File: src/rtl/wb_retire_queue_pkg.sv
// wb_retire_queue_pkg: shared width constants for the writeback retire queue.
package wb_retire_queue_pkg;
  localparam int XLEN_DEF = 64;  // default data width
  localparam int REG_AW   = 5;   // register address width
  localparam int CSR_AW   = 12;  // CSR address width

  // Index width that stays legal (>=1 bit) for single-element ranges.
  function automatic int idx_w(input int n);
    return (n > 1) ? $clog2(n) : 1;
  endfunction
endpackage

File: src/rtl/wb_bundle_fifo.sv
// wb_bundle_fifo: DEPTH-entry retire-bundle store with pointers, count and
// per-lane valid mask. All entries are exposed so the top can forward from them.
module wb_bundle_fifo
  import wb_retire_queue_pkg::*;
#(
  parameter  int XLEN  = XLEN_DEF,
  parameter  int LANES = 2,
  parameter  int DEPTH = 4,
  localparam int PW    = $clog2(DEPTH),
  localparam int CW    = $clog2(DEPTH+1)
) (
  input  logic                                    clk_i,
  input  logic                                    rst_ni,
  input  logic                                    push_i,
  input  logic                                    pop_i,
  input  logic [LANES-1:0][REG_AW-1:0]            rd_addr_i,
  input  logic [LANES-1:0][XLEN-1:0]              rd_data_i,
  input  logic [LANES-1:0]                        rd_we_i,
  input  logic [CSR_AW-1:0]                       csr_addr_i,
  input  logic [XLEN-1:0]                         csr_data_i,
  input  logic                                    csr_we_i,
  output logic                                    ready_o,
  output logic [CW-1:0]                           count_o,
  output logic [PW-1:0]                           rd_ptr_o,
  output logic [DEPTH-1:0][LANES-1:0][REG_AW-1:0] addr_o,
  output logic [DEPTH-1:0][LANES-1:0][XLEN-1:0]   data_o,
  output logic [DEPTH-1:0][LANES-1:0]             vmask_o,
  output logic [DEPTH-1:0][CSR_AW-1:0]            csr_addr_o,
  output logic [DEPTH-1:0][XLEN-1:0]              csr_data_o,
  output logic [DEPTH-1:0]                        csr_we_o
);
  logic [PW-1:0] wr_ptr_q, rd_ptr_q;
  logic [CW-1:0] count_q;
  logic          push_ok;

  // Full refuses a push even if the head pops in the same cycle.
  assign ready_o  = count_q < CW'(DEPTH);
  assign push_ok  = push_i & ready_o;
  assign count_o  = count_q;
  assign rd_ptr_o = rd_ptr_q;

  // Pointers wrap naturally (DEPTH is a power of two); pop only arrives when non-empty.
  always_ff @(posedge clk_i or negedge rst_ni) begin
    if (!rst_ni) begin
      wr_ptr_q <= '0;
      rd_ptr_q <= '0;
      count_q  <= '0;
    end else begin
      if (push_ok) wr_ptr_q <= wr_ptr_q + 1'b1;
      if (pop_i)   rd_ptr_q <= rd_ptr_q + 1'b1;
      count_q <= count_q + CW'(push_ok) - CW'(pop_i);
    end
  end

  // Control bits: a lane is valid only if enabled and not targeting x0.
  always_ff @(posedge clk_i or negedge rst_ni) begin
    if (!rst_ni) begin
      vmask_o  <= '0;
      csr_we_o <= '0;
    end else if (push_ok) begin
      for (int k = 0; k < LANES; k++)
        vmask_o[wr_ptr_q][k] <= rd_we_i[k] && (rd_addr_i[k] != '0);
      csr_we_o[wr_ptr_q] <= csr_we_i;
    end
  end

  // Payload storage; qualified by the control bits so it needs no reset.
  always_ff @(posedge clk_i) begin
    if (push_ok) begin
      addr_o[wr_ptr_q]     <= rd_addr_i;
      data_o[wr_ptr_q]     <= rd_data_i;
      csr_addr_o[wr_ptr_q] <= csr_addr_i;
      csr_data_o[wr_ptr_q] <= csr_data_i;
    end
  end
endmodule

File: src/rtl/wb_retire_queue.sv
// wb_retire_queue: buffers retire bundles and drains them one lane per cycle
// onto the regfile/CSR write ports, with youngest-wins result forwarding.
// Optional feature macro: WB_FWD_EN (forwarding comparators; tied off otherwise).
module wb_retire_queue
  import wb_retire_queue_pkg::*;
#(
  parameter int XLEN  = XLEN_DEF,
  parameter int LANES = 2,
  parameter int DEPTH = 4,
  parameter int NRP   = 2
) (
  input  logic                    clk_i,
  input  logic                    rst_ni,
  input  logic                    stall_i,
  input  logic                    in_valid_i,
  output logic                    in_ready_o,
  input  logic [LANES*REG_AW-1:0] rd_addr_i,
  input  logic [LANES*XLEN-1:0]   rd_data_i,
  input  logic [LANES-1:0]        rd_we_i,
  input  logic [CSR_AW-1:0]       csr_addr_i,
  input  logic [XLEN-1:0]         csr_data_i,
  input  logic                    csr_we_i,
  output logic [REG_AW-1:0]       rd_addr_o,
  output logic [XLEN-1:0]         rd_data_o,
  output logic                    rd_we_o,
  output logic [CSR_AW-1:0]       csr_addr_o,
  output logic [XLEN-1:0]         csr_data_o,
  output logic                    csr_we_o,
  input  logic [NRP*REG_AW-1:0]   fwd_raddr_i,
  output logic [NRP-1:0]          fwd_hit_o,
  output logic [NRP*XLEN-1:0]     fwd_data_o,
  output logic                    busy_o
);
  localparam int PW = $clog2(DEPTH);
  localparam int CW = $clog2(DEPTH+1);
  localparam int LW = idx_w(LANES);

  logic [CW-1:0]                           count;
  logic [PW-1:0]                           rd_ptr;
  logic [DEPTH-1:0][LANES-1:0][REG_AW-1:0] q_addr;
  logic [DEPTH-1:0][LANES-1:0][XLEN-1:0]   q_data;
  logic [DEPTH-1:0][LANES-1:0]             q_vmask;
  logic [DEPTH-1:0][CSR_AW-1:0]            q_csr_addr;
  logic [DEPTH-1:0][XLEN-1:0]              q_csr_data;
  logic [DEPTH-1:0]                        q_csr_we;

  logic [LW-1:0] lane_q, sel;
  logic          found, more, first, drain, pop;

  wb_bundle_fifo #(.XLEN(XLEN), .LANES(LANES), .DEPTH(DEPTH)) u_fifo (
    .clk_i, .rst_ni,
    .push_i(in_valid_i), .pop_i(pop),
    .rd_addr_i, .rd_data_i, .rd_we_i, .csr_addr_i, .csr_data_i, .csr_we_i,
    .ready_o(in_ready_o), .count_o(count), .rd_ptr_o(rd_ptr),
    .addr_o(q_addr), .data_o(q_data), .vmask_o(q_vmask),
    .csr_addr_o(q_csr_addr), .csr_data_o(q_csr_data), .csr_we_o(q_csr_we)
  );

  // Pick the lowest valid head lane at or above lane_q; note whether more remain.
  always_comb begin
    found = 1'b0;
    more  = 1'b0;
    sel   = '0;
    for (int k = 0; k < LANES; k++) begin
      if (q_vmask[rd_ptr][k] && (k >= int'(lane_q))) begin
        if (!found) begin
          found = 1'b1;
          sel   = LW'(k);
        end else begin
          more = 1'b1;
        end
      end
    end
  end

  // lane_q only returns to 0 on pop, so 0 marks the bundle's first drain cycle.
  assign first  = (lane_q == '0);
  assign drain  = !stall_i && (count != '0);
  assign pop    = drain && !(found && more);
  assign busy_o = (count != '0) || rd_we_o || csr_we_o;

  // Output registers and lane sequencer; everything holds under stall.
  always_ff @(posedge clk_i or negedge rst_ni) begin
    if (!rst_ni) begin
      rd_addr_o  <= '0;
      rd_data_o  <= '0;
      rd_we_o    <= 1'b0;
      csr_addr_o <= '0;
      csr_data_o <= '0;
      csr_we_o   <= 1'b0;
      lane_q     <= '0;
    end else if (!stall_i) begin
      if (drain) begin
        rd_we_o  <= found;
        csr_we_o <= first && q_csr_we[rd_ptr];
        if (found) begin
          rd_addr_o <= q_addr[rd_ptr][sel];
          rd_data_o <= q_data[rd_ptr][sel];
        end
        if (first) begin
          csr_addr_o <= q_csr_addr[rd_ptr];
          csr_data_o <= q_csr_data[rd_ptr];
        end
        lane_q <= (found && more) ? sel + 1'b1 : '0;
      end else begin
        rd_we_o  <= 1'b0;
        csr_we_o <= 1'b0;
      end
    end
  end

`ifdef WB_FWD_EN
  // Scan oldest to youngest (output reg, then queue age/lane order); last match wins.
  for (genvar p = 0; p < NRP; p++) begin : g_fwd
    logic [REG_AW-1:0] raddr;
    logic [PW-1:0]     idx;
    logic              hit;
    logic [XLEN-1:0]   data;
    assign raddr = fwd_raddr_i[p*REG_AW +: REG_AW];

    // Youngest-wins priority search for read port p.
    always_comb begin
      hit  = 1'b0;
      data = '0;
      idx  = '0;
      if (rd_we_o && (rd_addr_o == raddr)) begin
        hit  = 1'b1;
        data = rd_data_o;
      end
      for (int i = 0; i < DEPTH; i++) begin
        idx = rd_ptr + PW'(i);
        if (CW'(i) < count) begin
          for (int k = 0; k < LANES; k++) begin
            if (q_vmask[idx][k] && (q_addr[idx][k] == raddr)) begin
              hit  = 1'b1;
              data = q_data[idx][k];
            end
          end
        end
      end
      if (raddr == '0) begin
        hit  = 1'b0;
        data = '0;
      end
    end

    assign fwd_hit_o[p]               = hit;
    assign fwd_data_o[p*XLEN +: XLEN] = data;
  end
`else
  logic unused_fwd;
  assign unused_fwd = ^fwd_raddr_i;
  assign fwd_hit_o  = '0;
  assign fwd_data_o = '0;
`endif
endmodule
File: config.mk
export PLATFORM = sky130hd
export DESIGN_NAME = wb_retire_queue
export DESIGN_NICKNAME = d
export VERILOG_FILES = /design/src/rtl/wb_retire_queue_pkg.sv /design/src/rtl/wb_bundle_fifo.sv /design/src/rtl/wb_retire_queue.sv
export SDC_FILE = /design/constraint.sdc
export NUM_CORES = 1
export LEC_CHECK = 0
export BUFFER_PORTS_ARGS = -buffer_cell sky130_fd_sc_hd__buf_4
export CORE_MARGIN = 2
export CORE_UTILIZATION = 43
export CTS_CLUSTER_SIZE = 25
export DETAILED_ROUTE_END_ITERATION = 6
export SLEW_MARGIN = 15
export SYNTH_ARGS = -nofsm -noshare
export SYNTH_HDL_FRONTEND = slang
export SYNTH_SLANG_ARGS = --single-unit
File: constraint.sdc
create_clock -name clk_i -period 14.8 [get_ports clk_i]
set_clock_uncertainty 0.1 [all_clocks]
set_input_delay 1.48 -clock clk_i [delete_from_list [all_inputs] [get_ports clk_i]]
set_output_delay 1.48 -clock clk_i [all_outputs]
set_load 0.01 [all_outputs]
=== Yosys cells after proc, flatten, opt, wreduce, memory -nomap -nowiden ===
Index checks and enable logic that the tools add are counted.

* Register bits after elaboration: 1023
* Input bits: 231
* Output and inout port bits: 279
* Logic and storage cells: 117

* Add/sub/neg operators: 5
* Order comparisons: 6
* Mux-type cells: 46
* Bitwise operators: 3
* Reductions and logical operators: 18

{| class="wikitable"
|+ Operator list
! operator !! count
|-
| $bwmux W512 || 1
|-
| $bmux W128 S2 || 1
|-
| $bwmux W256 || 1
|-
| $demux W128 S2 || 1
|-
| $mux W128 || 2
|-
| $mux W64 || 4
|-
| $bmux W64 S2 || 1
|-
| $demux W64 S2 || 1
|-
| $bwmux W48 || 1
|-
| $bwmux W40 || 1
|-
| $bmux W12 S2 || 1
|-
| $demux W12 S2 || 1
|-
| $mux W12 || 2
|-
| $bmux W10 S2 || 1
|-
| $demux W10 S2 || 1
|-
| $mux W10 || 2
|-
| $bwmux W8 || 2
|-
| $mux W1 || 12
|-
| $mux W5 || 2
|-
| $reduce_bool A5 Y1 || 2
|-
| $demux W2 S2 || 2
|-
| $logic_and A1 B1 Y1 || 8
|-
| $lt A2 B3 Y1 const B || 2
|-
| $reduce_and A3 Y1 || 2
|-
| 19 further kinds || 24
|}

=== Logic depth before layout (Yosys ltp) ===
* Depth after elaboration: 10
* Depth in mapped cells: 11
* Depth with buffers taken out: 10

=== Modules after synthesis ===
From an unflattened synthesis, not the netlist that was laid out.

* Cells, all modules: 1728
* Area, all modules: 39156.3 µm²

{| class="wikitable"
|+ By module, submodules not included
! module !! times used !! cells each !! area an instance (µm²) !! seq. area each (µm²)
|-
| wb_bundle_fifo || 1 || 930 || 26579.2 || 26180.1
|-
| wb_retire_queue || 1 || 798 || 12577.1 || 3703.6
|}

=== Least setup slack after synthesis ===
No wires, ideal clock.

* Path type: input port to flip-flop
* From: input in_valid_i
* To: register u_fifo.addr_o[0] (netlist name), enable pin
* Setup time: 564 ps
* Data arrival time: 6134 ps
* Required time: 14136 ps
* Setup slack: 8002 ps
* Stages on the path: 4
* Path buffers: 1
* Path through: nor2b_1 clkbuf_1 nand2_1 inv_1

* Longest elaborated chain between the ends: 1

{| class="wikitable"
|+ Ends and longest elaborated chain
! element !! line !! source
|-
| start: declaration || wb_retire_queue.sv:15 || <nowiki>input logic in_valid_i,</nowiki>
|-
| $and A1 B1 Y1 || wb_bundle_fifo.sv:38 || <nowiki>assign push_ok = push_i & ready_o;</nowiki>
|-
| named net u_fifo.push_ok || wb_bundle_fifo.sv:34 || <nowiki>logic push_ok;</nowiki>
|-
| end signal: indexed assignment || wb_bundle_fifo.sv:70 || <nowiki>addr_o[wr_ptr_q] <= rd_addr_i;</nowiki>
|-
| end: declaration || wb_bundle_fifo.sv:25 || <nowiki>output logic [DEPTH-1:0][LANES-1:0][REG_AW-1:0] addr_o,</nowiki>
|}

The timed path passes the listed nets, and every way through them passes these cells.
A chain may end at the register's enable or synchronous reset.

=== Final worst setup path ===
* From: register u_fifo.rd_ptr_q[1] (netlist: u_fifo.rd_ptr_o[1])
* To: register rd_data_o[42]

* Longest elaborated chain between the ends: 8
* Elaborated cells on any way between the ends: 12
* Classes of those cells: mux (10); reduce/logical (2)

{| class="wikitable"
|+ Ends and longest elaborated chain
! element !! line !! source
|-
| start: declaration || wb_bundle_fifo.sv:32 || <nowiki>logic [PW-1:0] wr_ptr_q, rd_ptr_q;</nowiki>
|-
| start signal: assignment || wb_bundle_fifo.sv:50 || <nowiki>if (pop_i) rd_ptr_q <= rd_ptr_q + 1'b1;</nowiki>
|-
| $bmux W2 S2 || wb_retire_queue.sv:65 || <nowiki>if (q_vmask[rd_ptr][k] && (k >= int'(lane_q))) begin</nowiki>
|-
| $mux W2 (not written as such) || wb_retire_queue.sv:65 ||
|-
| $logic_and A1 B1 Y1 || wb_retire_queue.sv:65 ||
|-
| $mux W1 || wb_retire_queue.sv:65 ||
|-
| $mux W1 || wb_retire_queue.sv:66 || <nowiki>if (!found) begin</nowiki>
|-
| $mux W1 || wb_retire_queue.sv:65 ||
|-
| $mux W64 (not written as such) (2 in a row) || wb_retire_queue.sv:98 || <nowiki>rd_data_o <= q_data[rd_ptr][sel];</nowiki>
|-
| end signal: assignment || wb_retire_queue.sv:98 ||
|-
| end: declaration || wb_retire_queue.sv:24 || <nowiki>output logic [XLEN-1:0] rd_data_o,</nowiki>
|}

Parallel ways exist; a longest one is shown, timed or not. The select of a mux whose other input is x is not followed.

==> results.md <==
* Share of cells above drive strength 1 at 44.07%
* Max VDD drop at 119.9 µV
* Clk slew on worst S/H paths at 0.06 ns
* Most common library cell in the layout ignoring fill and taps: edfxtp_1
* Flop2flop setup slack at 9.74 ns
* Min-Delay Path Class: reg2reg
* Worst EP arrival at 5.50 ns
* Crit path capture type: flip-flop
* CTS tree: yes
* Clock network power share at 28.7%
* Row cnt at 110
* Setup repair bufs after CTS at 0
* WL final at 80.61 mm
* Core region area at 90010 µm²
* Initial Util at 43.44%
* CP required at 15.24 ns
* Power per cell area at 203.7 nW/µm²
* Drt initial violations at 1035
* Cell Area, Synth at 39100 µm²
* Post-DRT Antenna Nets at 0
* Comb pwr share at 28.9%
* Hold Path Cell Cnt at 1
* Post-DP HPWL at 45.97 mm
* DIE WIDTH at 305.6 µm
* Fin nets at 2392
* Register bit total from synthesis at 1023
* Synth top area cells: edfxtp_1 (66%), mux4_2 (12%), dfrtp_1 (11%), mux2_2 (5.2%), buf_4 (2.7%)
* Mapped Cells at 1730
* Crit path max-delay cell type: dfrtp_4
* Most frequent cells in the layout: edfxtp_1 (856), buf_4 (390), mux4_2 (216)
* Crit path depth at 7
* Status: finished, final reports clean
* Max-slew violation count at 0
* Part of the cycle the worst path needs at 34.16%
* H-tree levels at 3
* MaxCap Viol Count at 0
* Peak Freq at 197.8 MHz
* Element type at the critical path start: flip-flop
* Synth area leader: edfxtp_1
* # fillers at 7132
* Syn. warnings at 0
* Sw Ratio at 28.02%
* Seq/Total Area, Yosys at 76.42%
* Delay-heaviest family, CP: buffers and inverters
* Grt total ovfl at 0
* Routability Congestion at 0.7455
* Ports at 510
* Tot GR Track Use at 17.37%
* CP Class: reg2reg
* Relative slew slack at 29.46%
* Internal Power at 0.006788 W
* Hold WS at 0.3865 ns
* Psw at 0.002642 W
* RSZ-0062 raised after global routing: false
* Clock Latency Late Sink at 0.67 ns
* Die height at 305.6 µm
* Cts repair resizes at 0
* Finish-stage setup viols at 0
* Worst path max stage delay at 1.01 ns
* Initial antenna violation count at 12
* Clk root buf: clkbuf_16
* Routed vias/inst at 5.120
* Leakage at 16.36 nW
* Clock sinks at 1023
* Post-Syn Area per Cell at 22.60 µm²
* Iteration count of the initial detailed-routing pass at 5
* CTS Hold Buffers Added at 0
* DR vias at 17540
* Worst r2r path cells at 7
* Drt drc at 0
* Count of input and output buffers at 369
* Critical-path cell list: buf_4 > mux2i_1 > o221ai_4 > buf_4 > buf_4 > mux2_2 > mux2_1
* CP max FO at 61
* Sequential power share at 42.4%
* Least-Margin Pin Slew at 1.058 ns
* Wirelength per Cell at 23.53 µm
* Vias in the first global route at 18940
* DP Area at 42680 µm²
* Yosys top cell area share at 65.73%
* Most frequent CP cell: buf_4
* Design Area, Final at 46300 µm²
* CTS max path bufs at 3
* CP bufs+invs at 3
* Largest net degree at the start of global routing at 112
* Synth unique cells at 34
* Die area at 93370 µm²
* Fin. Hold Viols at 0
* Area grow syn2layout at 18.40%
* CTS Buf Count at 104
* First-pass GRT wire length at 120.5 mm
* Post-layout min period at 5.055 ns
* Final setup TNS at 0 ns
registers in the layout (all words and copies together), names as in the netlist, 4 cells and up:
signal and cells:
u_fifo.data_o 512, u_fifo.csr_data_o 256, u_fifo.vmask_o 8, csr_addr_o 12, u_fifo.addr_o 40, u_fifo.csr_addr_o 48
u_fifo.csr_we_o 4, rd_data_o 64, rd_addr_o 5, csr_data_o 64
power groups by stage:
stage | Combinational (W) | Sequential [W] | Clock, W
after global placement | 0.00277 | 0.00403 | 0
after global routing | 0.00295 | 0.00406 | 0.00289
after floorplan | 0.00186 | 0.00411 | 0
after CTS | 0.00281 | 0.00401 | 0.00277
final | 0.00273 | 0.00400 | 0.00271
after detailed placement | 0.00280 | 0.00407 | 0
cell families (layout without fill, tap and decap cells):
kind of cell             count (synthesis)  count (layout)  synth area share [%]
buffers and inverters                  214             599                 3.664
multiplexers                           436             436                 18.96
other                                    1             136              0.009590
AO/OA/AOI/OAI                           18              18                0.2880
flip-flops                            1023            1023                 76.42
AND/OR/NAND/NOR                         26              26                0.3008
XOR/XNOR                                 5               5                0.1120
adder cells (fa/ha/maj)                  7               7                0.2432
metal layers:
| layer | part of all wire (%) | routed length, µm | global-route usage (%) | up-vias |
|---|---|---|---|---|
| li1 | - | - | - | 7621 |
| met2 | 51 | 41030 | 29.43 | 481 |
| met1 | 40 | 32100 | 21.41 | 9310 |
| met3 | 7.2 | 5790 | 5.491 | 115 |
| met5 | 0.12 | 98 | 0 | - |
| met4 | 2.0 | 1596 | 5.098 | 14 |
path summary, 6_finish.rpt:
kind | startpoint | endpoint
min | rd_data_o[41] | rd_data_o[41]
min in group asynchronous | rst_ni | csr_data_o[31]
min reg2reg | rd_data_o[41] | rd_data_o[41]
max | u_fifo.rd_ptr_o[1] | rd_data_o[42]
max in group asynchronous | rst_ni | rd_data_o[30]
max reg2reg | u_fifo.rd_ptr_o[1] | rd_data_o[42]
cell usage after synthesis:
master,count
mux2_4,20
conb_1,1
buf_2,32
a22o_1,1
dfrtp_1,167
or2b_1,1
nand2_1,14
or2_1,1
mux4_2,216
o21ai_0,11
o21a_1,1
o22ai_1,1
o221ai_2,1
inv_1,12
a21o_1,1
nor2_1,5
buf_4,139
buf_6,9
fa_1,1
xnor2_1,4
buf_1,7
mux2_2,179
a211oi_1,1
clkbuf_1,15
or4_1,2
nor2b_1,1
mux2i_1,2
edfxtp_1,856
nor3_1,1
or2_2,1
xor2_1,1
ha_1,6
a21oi_1,1
mux2_1,19
worst reg2reg max path: stages, from the launching register on:
cell and delay [ns]:
dfrtp_4 1.01, buf_4 0.89, mux2i_1 0.36, o221ai_4 0.60, buf_4 0.46, buf_4 0.75
mux2_2 0.48, mux2_1 0.29
stage by stage:
stage | cells | power (W) | setup WS (ns) | utilization (%)
after floorplan | 1859 | 0.005963 | 8.002 | -
after global placement | 3224 | 0.006805 | 9.602 | 47.41
after detailed placement | 3224 | 0.006867 | 9.578 | 47.41
after CTS | 3420 | 0.009591 | 9.555 | 51.42
after global routing | 3423 | 0.009906 | 9.443 | 51.43
final | 3426 | 0.009430 | 9.745 | 51.44
final cells by class:
cell class	instances	area, µm²	area share (%)
clock buffer	132	2838	6.129
inverter	12	75.07	0.1621
clock inverter	64	770.7	1.665
multi-input combinational	622	8298	17.92
tap	1176	1471	3.178
timing repair buffer	391	2942	6.353
sequential	1023	29890	64.56
antenna	6	15.01	0.03243
No activity file was read; power rests on OpenSTA's default activity.
